## config.mk

```make
export PLATFORM = sky130hd
export DESIGN_NAME = rgmii_tx
export DESIGN_NICKNAME = d
export VERILOG_FILES = /design/src/rtl/rgmii_tx.sv
export SDC_FILE = /design/constraint.sdc
export NUM_CORES = 1
export LEC_CHECK = 0
export ABC_AREA = 1
export CAP_MARGIN = 20
export CORE_ASPECT_RATIO = 0.5
export CORE_UTILIZATION = 60
export CTS_CLUSTER_DIAMETER = 150
export DETAILED_ROUTE_END_ITERATION = 8
export PLACE_DENSITY = 0.79
export SYNTH_ARGS = -nofsm -noshare
export SYNTH_HDL_FRONTEND = slang
export SYNTH_SLANG_ARGS = --single-unit
```

## constraint.sdc

```tcl
create_clock -name clk125In -period 4.7 [get_ports clk125In]
set_input_delay 1.175 -clock clk125In [delete_from_list [all_inputs] [get_ports clk125In]]
set_output_delay 1.175 -clock clk125In [all_outputs]
set_load 0.01 [all_outputs]
```

## src/rtl/rgmii_tx.sv

```systemverilog
// rgmii_tx: RGMII MAC transmitter that frames a byte stream with preamble/SFD, CRC-32 FCS and inter-frame gap.
// Define RGMII_TX_PAD_EN to zero-pad short frames up to MIN_FRAME_BYTES before the FCS.
module rgmii_tx #(
    parameter int PREAMBLE_BYTES  = 7,
    parameter int MIN_FRAME_BYTES = 60,
    parameter int IFG_BYTES       = 12
) (
    input  logic       clk125In,
    input  logic       rstIn,
    input  logic       mmcmLockedIn,
    input  logic [7:0] txDataIn,
    input  logic       txDataValidIn,
    input  logic       txDataLastIn,
    output logic       txReadyOut,
    output logic [3:0] txDataRiseOut,
    output logic [3:0] txDataFallOut,
    output logic       txCtrlRiseOut,
    output logic       txCtrlFallOut,
    output logic       txBusyOut,
    output logic       txUnderrunOut
);
    localparam logic [15:0] PRE_L = 16'(PREAMBLE_BYTES);
    localparam logic [15:0] IFG_L = 16'(IFG_BYTES);

    typedef enum logic [3:0] {
        S_IDLE, S_PRE, S_SFD, S_DATA, S_FCS, S_IFG, S_ERR, S_DRAIN
`ifdef RGMII_TX_PAD_EN
        , S_PAD
`endif
    } state_t;

    state_t      state_q, state_d, data_done;
    logic [15:0] cnt_q, cnt_d, len_q, len_d, len_inc;
    logic [31:0] crc_q, crc_d;
    logic [7:0]  byte_q, byte_d;
    logic        en_q, en_d, er_d, fall_q;
    logic        ready_q, ready_d, busy_q, busy_d, under_q, under_d;
    logic        go;

    function automatic logic [31:0] crc_byte(input logic [31:0] c, input logic [7:0] b);
        logic [31:0] r;
        r = c ^ {24'h0, b};
        for (int i = 0; i < 8; i++)
            r = r[0] ? (r >> 1) ^ 32'hEDB88320 : r >> 1;
        return r;
    endfunction

    assign go      = txDataValidIn & mmcmLockedIn;
    assign len_inc = (len_q == 16'hFFFF) ? len_q : len_q + 16'd1;

`ifdef RGMII_TX_PAD_EN
    localparam logic [15:0] MIN_L = 16'(MIN_FRAME_BYTES);
    assign data_done = (len_inc < MIN_L) ? S_PAD : S_FCS;
`else
    assign data_done = S_FCS;
`endif

    always_ff @(posedge clk125In or posedge rstIn) begin
        if (rstIn) begin
            state_q <= S_IDLE;
            cnt_q   <= '0;
            len_q   <= '0;
            crc_q   <= '1;
            byte_q  <= '0;
            en_q    <= 1'b0;
            fall_q  <= 1'b0;
            ready_q <= 1'b0;
            busy_q  <= 1'b0;
            under_q <= 1'b0;
        end else begin
            state_q <= state_d;
            cnt_q   <= cnt_d;
            len_q   <= len_d;
            crc_q   <= crc_d;
            byte_q  <= byte_d;
            en_q    <= en_d;
            fall_q  <= en_d ^ er_d;
            ready_q <= ready_d;
            busy_q  <= busy_d;
            under_q <= under_d;
        end
    end

    always_comb begin
        state_d = state_q;
        case (state_q)
            S_IDLE:  if (go) state_d = (PRE_L > 16'd1) ? S_PRE : S_SFD;
            S_PRE:   if (cnt_q == PRE_L - 16'd2) state_d = S_SFD;
            S_SFD:   state_d = S_DATA;
            S_DATA:  state_d = !txDataValidIn ? S_ERR : txDataLastIn ? data_done : S_DATA;
`ifdef RGMII_TX_PAD_EN
            S_PAD:   if (len_inc >= MIN_L) state_d = S_FCS;
`endif
            S_FCS:   if (cnt_q == 16'd3) state_d = S_IFG;
            S_IFG:   if (cnt_q == IFG_L - 16'd1) state_d = S_IDLE;
            S_ERR:   state_d = S_DRAIN;
            S_DRAIN: if (txDataValidIn & txDataLastIn) state_d = S_IFG;
            default: state_d = S_IDLE;
        endcase
        cnt_d = (state_d != state_q) ? 16'd0 : cnt_q + 16'd1;
    end

    // Outputs are one cycle behind the state that decides them, so the IDLE
    // cycle that starts a frame already launches the first preamble byte.
    always_comb begin
        byte_d  = 8'h00;
        en_d    = 1'b0;
        er_d    = 1'b0;
        under_d = 1'b0;
        crc_d   = crc_q;
        len_d   = len_q;
        case (state_q)
            S_IDLE: begin
                crc_d  = '1;
                len_d  = '0;
                en_d   = go;
                byte_d = go ? 8'h55 : 8'h00;
            end
            S_PRE: begin
                en_d   = 1'b1;
                byte_d = 8'h55;
            end
            S_SFD: begin
                en_d   = 1'b1;
                byte_d = 8'hD5;
            end
            S_DATA: begin
                en_d    = 1'b1;
                er_d    = !txDataValidIn;
                under_d = !txDataValidIn;
                byte_d  = txDataValidIn ? txDataIn : 8'h00;
                crc_d   = txDataValidIn ? crc_byte(crc_q, txDataIn) : crc_q;
                len_d   = txDataValidIn ? len_inc : len_q;
            end
`ifdef RGMII_TX_PAD_EN
            S_PAD: begin
                en_d  = 1'b1;
                crc_d = crc_byte(crc_q, 8'h00);
                len_d = len_inc;
            end
`endif
            S_FCS: begin
                en_d   = 1'b1;
                byte_d = 8'(~crc_q >> {cnt_q[1:0], 3'b000});
            end
            default: ;
        endcase
        ready_d = (state_d == S_DATA) || (state_d == S_DRAIN);
        busy_d  = state_d != S_IDLE;
    end

    assign txReadyOut    = ready_q;
    assign txDataRiseOut = byte_q[3:0];
    assign txDataFallOut = byte_q[7:4];
    assign txCtrlRiseOut = en_q;
    assign txCtrlFallOut = fall_q;
    assign txBusyOut     = busy_q;
    assign txUnderrunOut = under_q;
endmodule
```

After elaboration in Yosys (flattened, before gate mapping)

Index checks and enable logic that the tools add are counted.

$add $sub $neg: 1
Equality and inequality tests: 14
Shifts and indexed selects: 1
Muxes and demuxes: 24
Bitwise operators: 13
Reductions and logical operators: 7

Operators by type and width:

| kind                  | count |
|---|---|
| $mux 32               | 9 |
| $not 13->14           | 8 |
| $pmux 32 s2           | 1 |
| $pmux 8 s5            | 1 |
| $not 32->32           | 1 |
| $pmux 4 s8            | 1 |
| $shr 32x5->8          | 1 |
| $xor 32x8->32         | 1 |
| $eq 4x3->1 const B    | 5 |
| $mux 4                | 5 |
| $add 16x1->16 const B | 1 |
| $eq 16x2->1 const B   | 1 |
| $eq 16x3->1 const B   | 1 |
| $eq 16x4->1 const B   | 1 |
| $mux 16               | 1 |
| $eq 4x2->1 const B    | 3 |
| $mux 8                | 1 |
| $mux 7                | 1 |
| $mux 3                | 2 |
| $eq 4x1->1 const B    | 1 |
| $logic_not 4->1       | 1 |
| $ne 4x4->1            | 1 |
| $reduce_bool 4->1     | 1 |
| $reduce_or 4->1       | 1 |
| other kinds (9)       | 10 |

Register bits: 65
Input bits: 13

Logic depth before layout (Yosys ltp)

Depth after elaboration: 19
Mapped depth: 14
Mapped depth without buffers: 13

Worst setup path after synthesis

OpenSTA, ideal clock, no wires.

Path type: input to register
From: input port txDataIn[0]
To: register crc_q[19]
Arrival: 2.193 ns
Data required time: 4.624 ns
Path slack: 2.431 ns
Stages on the path: 12
Buffers on the path: 0
Cell sequence: inv_1 nand2_1 nand2_2 nand2_1 nand2_2 nand2_1 nand2_1 inv_1 nand3_1 nand2_1 nor2_1 nor2_1

Word-level cells in the longest chain between the ends: 16

Ends and longest elaborated chain:

| element                | RTL line | RTL |
|---|---|---|
| start: declaration     | 11       | `input logic [7:0] txDataIn,` |
| $xor 32x8->32 *        | 42       | `r = c ^ {24'h0, b};` |
| $mux 32 * (2 in a row) | 44       | `r = r[0] ? (r >> 1) ^ 32'hEDB88320 : r >> 1;` |
| $not 13->14 (no line)  | --       |  |
| $mux 32 *              | 44       |  |
| $not 13->14 (no line)  | --       |  |
| $mux 32 * (2 in a row) | 44       |  |
| $not 13->14 (no line)  | --       |  |
| $mux 32 *              | 44       |  |
| $not 13->14 (no line)  | --       |  |
| $mux 32 *              | 44       |  |
| $not 13->14 (no line)  | --       |  |
| $mux 32 *              | 44       |  |
| $mux 32 *              | 132      | `crc_d = txDataValidIn ? crc_byte(crc_q, txDataIn) : crc_q;` |
| $pmux 32 s2 *          | 112      | `case (state_q)` |
| end signal: assignment | 74       | `crc_q <= crc_d;` |
| end: declaration       | 34       | `logic [31:0] crc_q, crc_d;` |

Every way passes the cells marked *; elsewhere a longest branch is shown, timed or not. The select of a mux whose other input is x is not followed.
A chain may end at the register's enable or synchronous reset.

Worst setup path after layout

From: input port txDataIn[1]
To: register crc_q[23]

Word-level cells in the longest chain between the ends: 15

Ends and longest elaborated chain:

| element                | RTL line |
|---|---|
| $xor 32x8->32 *        | 42 |
| $mux 32 * (3 in a row) | 44 |
| $not 13->14 (no line)  | -- |
| $mux 32 *              | 44 |
| $not 13->14 (no line)  | -- |
| $mux 32 * (2 in a row) | 44 |
| $not 13->14 (no line)  | -- |
| $mux 32 *              | 44 |
| $not 13->14 (no line)  | -- |
| $mux 32 *              | 44 |
| $mux 32 *              | 132 |
| $pmux 32 s2 *          | 112 |

Marked as above.

==> results.txt <==
----------------------------------------------------
[CTS]
  CTS tree ... built
  CTS root buffer ... sky130_fd_sc_hd__clkbuf_16
  Clock transition at the registers of the reported paths ... 0.05 ns
  Buffer depth of the longest clock path ... 2
  Number of buffers inserted by hold repair at cts ... 0
  CTS sink cnt ... 65
  Post-CTS setup buffer count ... 0
  Number of gates resized after cts ... 0
  Clock buffers created by TritonCTS ... 9
  Clock network latency to the later pin of the worst-skew pair ... 0.34 ns
  Number of H-tree levels ... 3

[Synth]
  Avg Cell Area, Syn ... 7.247 µm²
  Most frequently used flop master after synthesis ... sky130_fd_sc_hd__dfrtp_1
  Post-Syn Area ... 4399 µm²
  Synthesis Warnings ... 0
  Count of distinct cell types in the synthesized netlist ... 40
  Synthesized netlist net count ... 622
  #FFs+latches synth ... 65
  Share of synthesized registers carrying an async set or reset ... 1.000
  Sequential area share after synthesis ... 0.3788
  Post-synth EDFFs ... 0
  Post-synthesis instance total ... 607

[Placed design]
  GP Congestion ... 0.9387
  HPWL after detailed placement ... 7613 µm
  IO Port Bufs ... 25
  Pre-CTS setup slack ... 1.391 ns

[Worst setup path]
  CP dominant cell by count ... sky130_fd_sc_hd__nand2_1
  Setup crit start kind ... primary input
  Kind of end point of the critical path ... flop
  Critical-path cell with the highest stage delay ... sky130_fd_sc_hd__nand2_1
  Arrival time of data at the critical path endpoint ... 3.30 ns
  Category of the critical setup timing path ... primary input to flop
  Maximum cell stage delay along the critical path ... 0.48 ns
  Maximum net fanout on the critical path ... 13
  Crit-path cells ... clkdlybuf4s50_1 -> inv_1 -> nand2_1 -> nand2_1 -> nand2_1 -> nand2_1 -> nand2_1 -> nand2_1 -> nand2_1 -> nand3_1 -> nand3_1 -> nand2_1 -> inv_1
  Required arrival time at the worst endpoint ... 4.98 ns

[GRT]
  Final global-route overflow total ... 0
  Initial antenna violation count ... 0
  GRT met3 Usage ... 0.1104
  Global-route usage over all layers ... 0.3171
  First-pass GRT wire length ... 18340 µm
  GR Util met2 ... 0.4888
  Met1 track demand over resource ... 0.4340
  Peak-usage layer in the global routing report ... met2
  Maximum number of pins on one net before global-route repair ... 44
  Number of global-route vias before repair ... 3850

[Drt]
  Via-to-Cell Ratio ... 5.604
  Remaining routing DRC violations ... 0
  Routed wire length ... 11080 µm
  DRT iter0 DRCs ... 376
  Routed wire length per instance ... 15.20 µm
  Final antenna-violating net count ... 0
  Via count of the routed design ... 4085
  First-pass iteration count of the detailed router ... 6

[Final layout]
  Commonest non-fill, non-tap cell in the layout ... sky130_fd_sc_hd__nand2_1
  Antenna diode count ... 0
  Net count of the finished layout ... 647
  Commonest non-fill, non-tap cells in the layout ... sky130_fd_sc_hd__nand2_1 (167), sky130_fd_sc_hd__inv_1 (86), sky130_fd_sc_hd__nor2_1 (47)
  Filler cell count in the final layout ... 541
  Area used by multi-input combinational logic ... 2325 µm²
  Sequential cell area ... 1667 µm²
  Layout-stage area growth over the synthesis result ... 13.85%
  Fraction of final layout cells with drive strength greater than 1 ... 0.1350

[Power]
  Worst-case vdd ir drop ... 216.5 µV
  Sequential power share ... 0.385
  P_int ... 1.160 mW
  Clk network pwr share ... 0.407
  Switching power share of the total ... 0.3030
  Switching pwr ... 0.5042 mW
  Logic gate share of total power ... 0.209
  Leakage power figure ... 2.371 nW
  Overall power consumption ... 1.664 mW
  P per Cell Area ... 332.2 nW/µm²

[Floorplan]
  Die footprint ... 7700 µm²
  Number of top-level pins ... 26
  Overall die width ... 123.1 µm
  Site row count ... 21
  Chip Height ... 62.55 µm
  Initial Util ... 0.6390
  CORE AREA ... 6884 µm²

[Job]
  Number of maximum-capacitance constraint violations ... 0

[STA]
  Final critical delay including setup and external delays ... 3.018 ns
  Final count of hold timing violations ... 0
  Final slew viol count ... 0
  Final clock period utilization by the worst path ... 0.6421
  Tightest Pin Transition ... 0.6502 ns
  Highest attainable clock frequency ... 331.4 MHz
  Final number of setup-violating endpoints ... 0
  Total negative slack ... 0 ns
  Fin Hold WS ... 0.4885 ns
  Final setup skew ... 0.006201 ns
  Worst-case headroom to the max-slew limit ... 0.5655
  Worst-case setup margin in the final layout ... 1.682 ns
  Unrepaired setup endpoints after global routing ... no

[Hold path]
  Worst Hold Class ... flop to flop

[Status]
  Result of the run ... finished clean

----------------------------------------------------
-- synthesized netlist by cell type (4+ instances only) --
cell                       instances  area (µm²)
sky130_fd_sc_hd__o21ai_0          30       150.1
sky130_fd_sc_hd__nand2_1         167       626.9
sky130_fd_sc_hd__o211ai_1         10       75.07
sky130_fd_sc_hd__a31oi_1           5       31.28
sky130_fd_sc_hd__o22ai_1          10       62.56
sky130_fd_sc_hd__nor3_1            4       20.02
sky130_fd_sc_hd__clkbuf_1          4       15.01
sky130_fd_sc_hd__nand2_2           9       56.30
sky130_fd_sc_hd__nor2_2           12       75.07
sky130_fd_sc_hd__a21oi_1          17       85.08
sky130_fd_sc_hd__inv_1            87       326.6
sky130_fd_sc_hd__dfrtp_1          33       825.8
sky130_fd_sc_hd__xor2_1           32       280.3
sky130_fd_sc_hd__buf_2             6       30.03
sky130_fd_sc_hd__nand4_1           5       31.28
sky130_fd_sc_hd__nor2_1           47       176.4
sky130_fd_sc_hd__dfstp_2          32       840.8
sky130_fd_sc_hd__xnor2_1          15       131.4
sky130_fd_sc_hd__nand3_1          45       225.2
sky130_fd_sc_hd__nor2_4            4       45.04
-- stage by stage --
stage               area [µm²]  utilization  instances
detailed placement        4708       0.6839        713
global route              5009       0.7276        729
finish                    5009       0.7276        729
global placement          4708       0.6839        713
CTS                       5009       0.7276        729
floorplan                 4399            -        607
-- metal layers --
metal  routed length (µm)  vias up  share of wire
met5                    0        -              0
met4                  104        0         0.0094
met3                 1011       16          0.091
met2                 4968      172           0.45
met1                 4995     1915           0.45
li1                     -     1982              -
-- cells by family (layout without fill, tap and decap cells) --
kind of cell,after synthesis,after routing,synth area share
XOR/XNOR,47,47,0.09357
AO/OA/AOI/OAI,82,82,0.1101
AND/OR/NAND/NOR,308,308,0.3183
adder cells (fa/ha/maj),2,2,0.005687
buffers and inverters,102,132,0.09272
other,1,1,0.0008524
flip-flops,65,65,0.3788
-- state kept, by name (all words and copies together), names as in the netlist --
name and count:
txBusyOut 1, txUnderrunOut 1, crc_q 32, txCtrlRiseOut 1, cnt_q 16, state_q 4
byte_q 8, txCtrlFallOut 1, txReadyOut 1
-- final timing paths --
| kind | cells after the start | start | end | slack, ns |
|---|---|---|---|---|
| min | 2 | crc_q[15]$_DFFE_PP1P_ | crc_q[15]$_DFFE_PP1P_ | 0.49 |
| max in group asynchronous | 3 | rstIn | crc_q[0]$_DFFE_PP1P_ | 2.61 |
| max reg2reg | 9 | cnt_q[1]$_DFF_PP0_ | cnt_q[15]$_DFF_PP0_ | 2.48 |
| min in group asynchronous | 2 | rstIn | byte_q[7]$_DFF_PP0_ | 1.16 |
| max | 13 | txDataIn[1] | crc_q[23]$_DFFE_PP1P_ | 1.68 |
| min reg2reg | 2 | crc_q[15]$_DFFE_PP1P_ | crc_q[15]$_DFFE_PP1P_ | 0.49 |
-- power groups by stage --
stage	Combinational [mW]	Clock, mW	Sequential [mW]
floorplan	0.249	0	0.634
global placement	0.332	0	0.647
detailed placement	0.339	0	0.647
CTS	0.341	0.686	0.638
global route	0.384	0.717	0.644
finish	0.347	0.677	0.640
-- final cells by class --
| cell class | count | area share |
|---|---|---|
| multi-input combinational | 440 | 0.4642 |
| sequential | 65 | 0.3328 |
| inverter | 89 | 0.06720 |
| timing repair buffer | 27 | 0.05296 |
| clock buffer | 13 | 0.05196 |
| tap | 92 | 0.02298 |
| clock inverter | 3 | 0.007994 |
-- critical path, delay by kind of cell --
kind | cells | cell delay [ns]
and+or+nand+nor | 10 | 1.54
buffers and inverters | 3 | 0.58
Note: power is estimated with default switching activity, not from simulation.
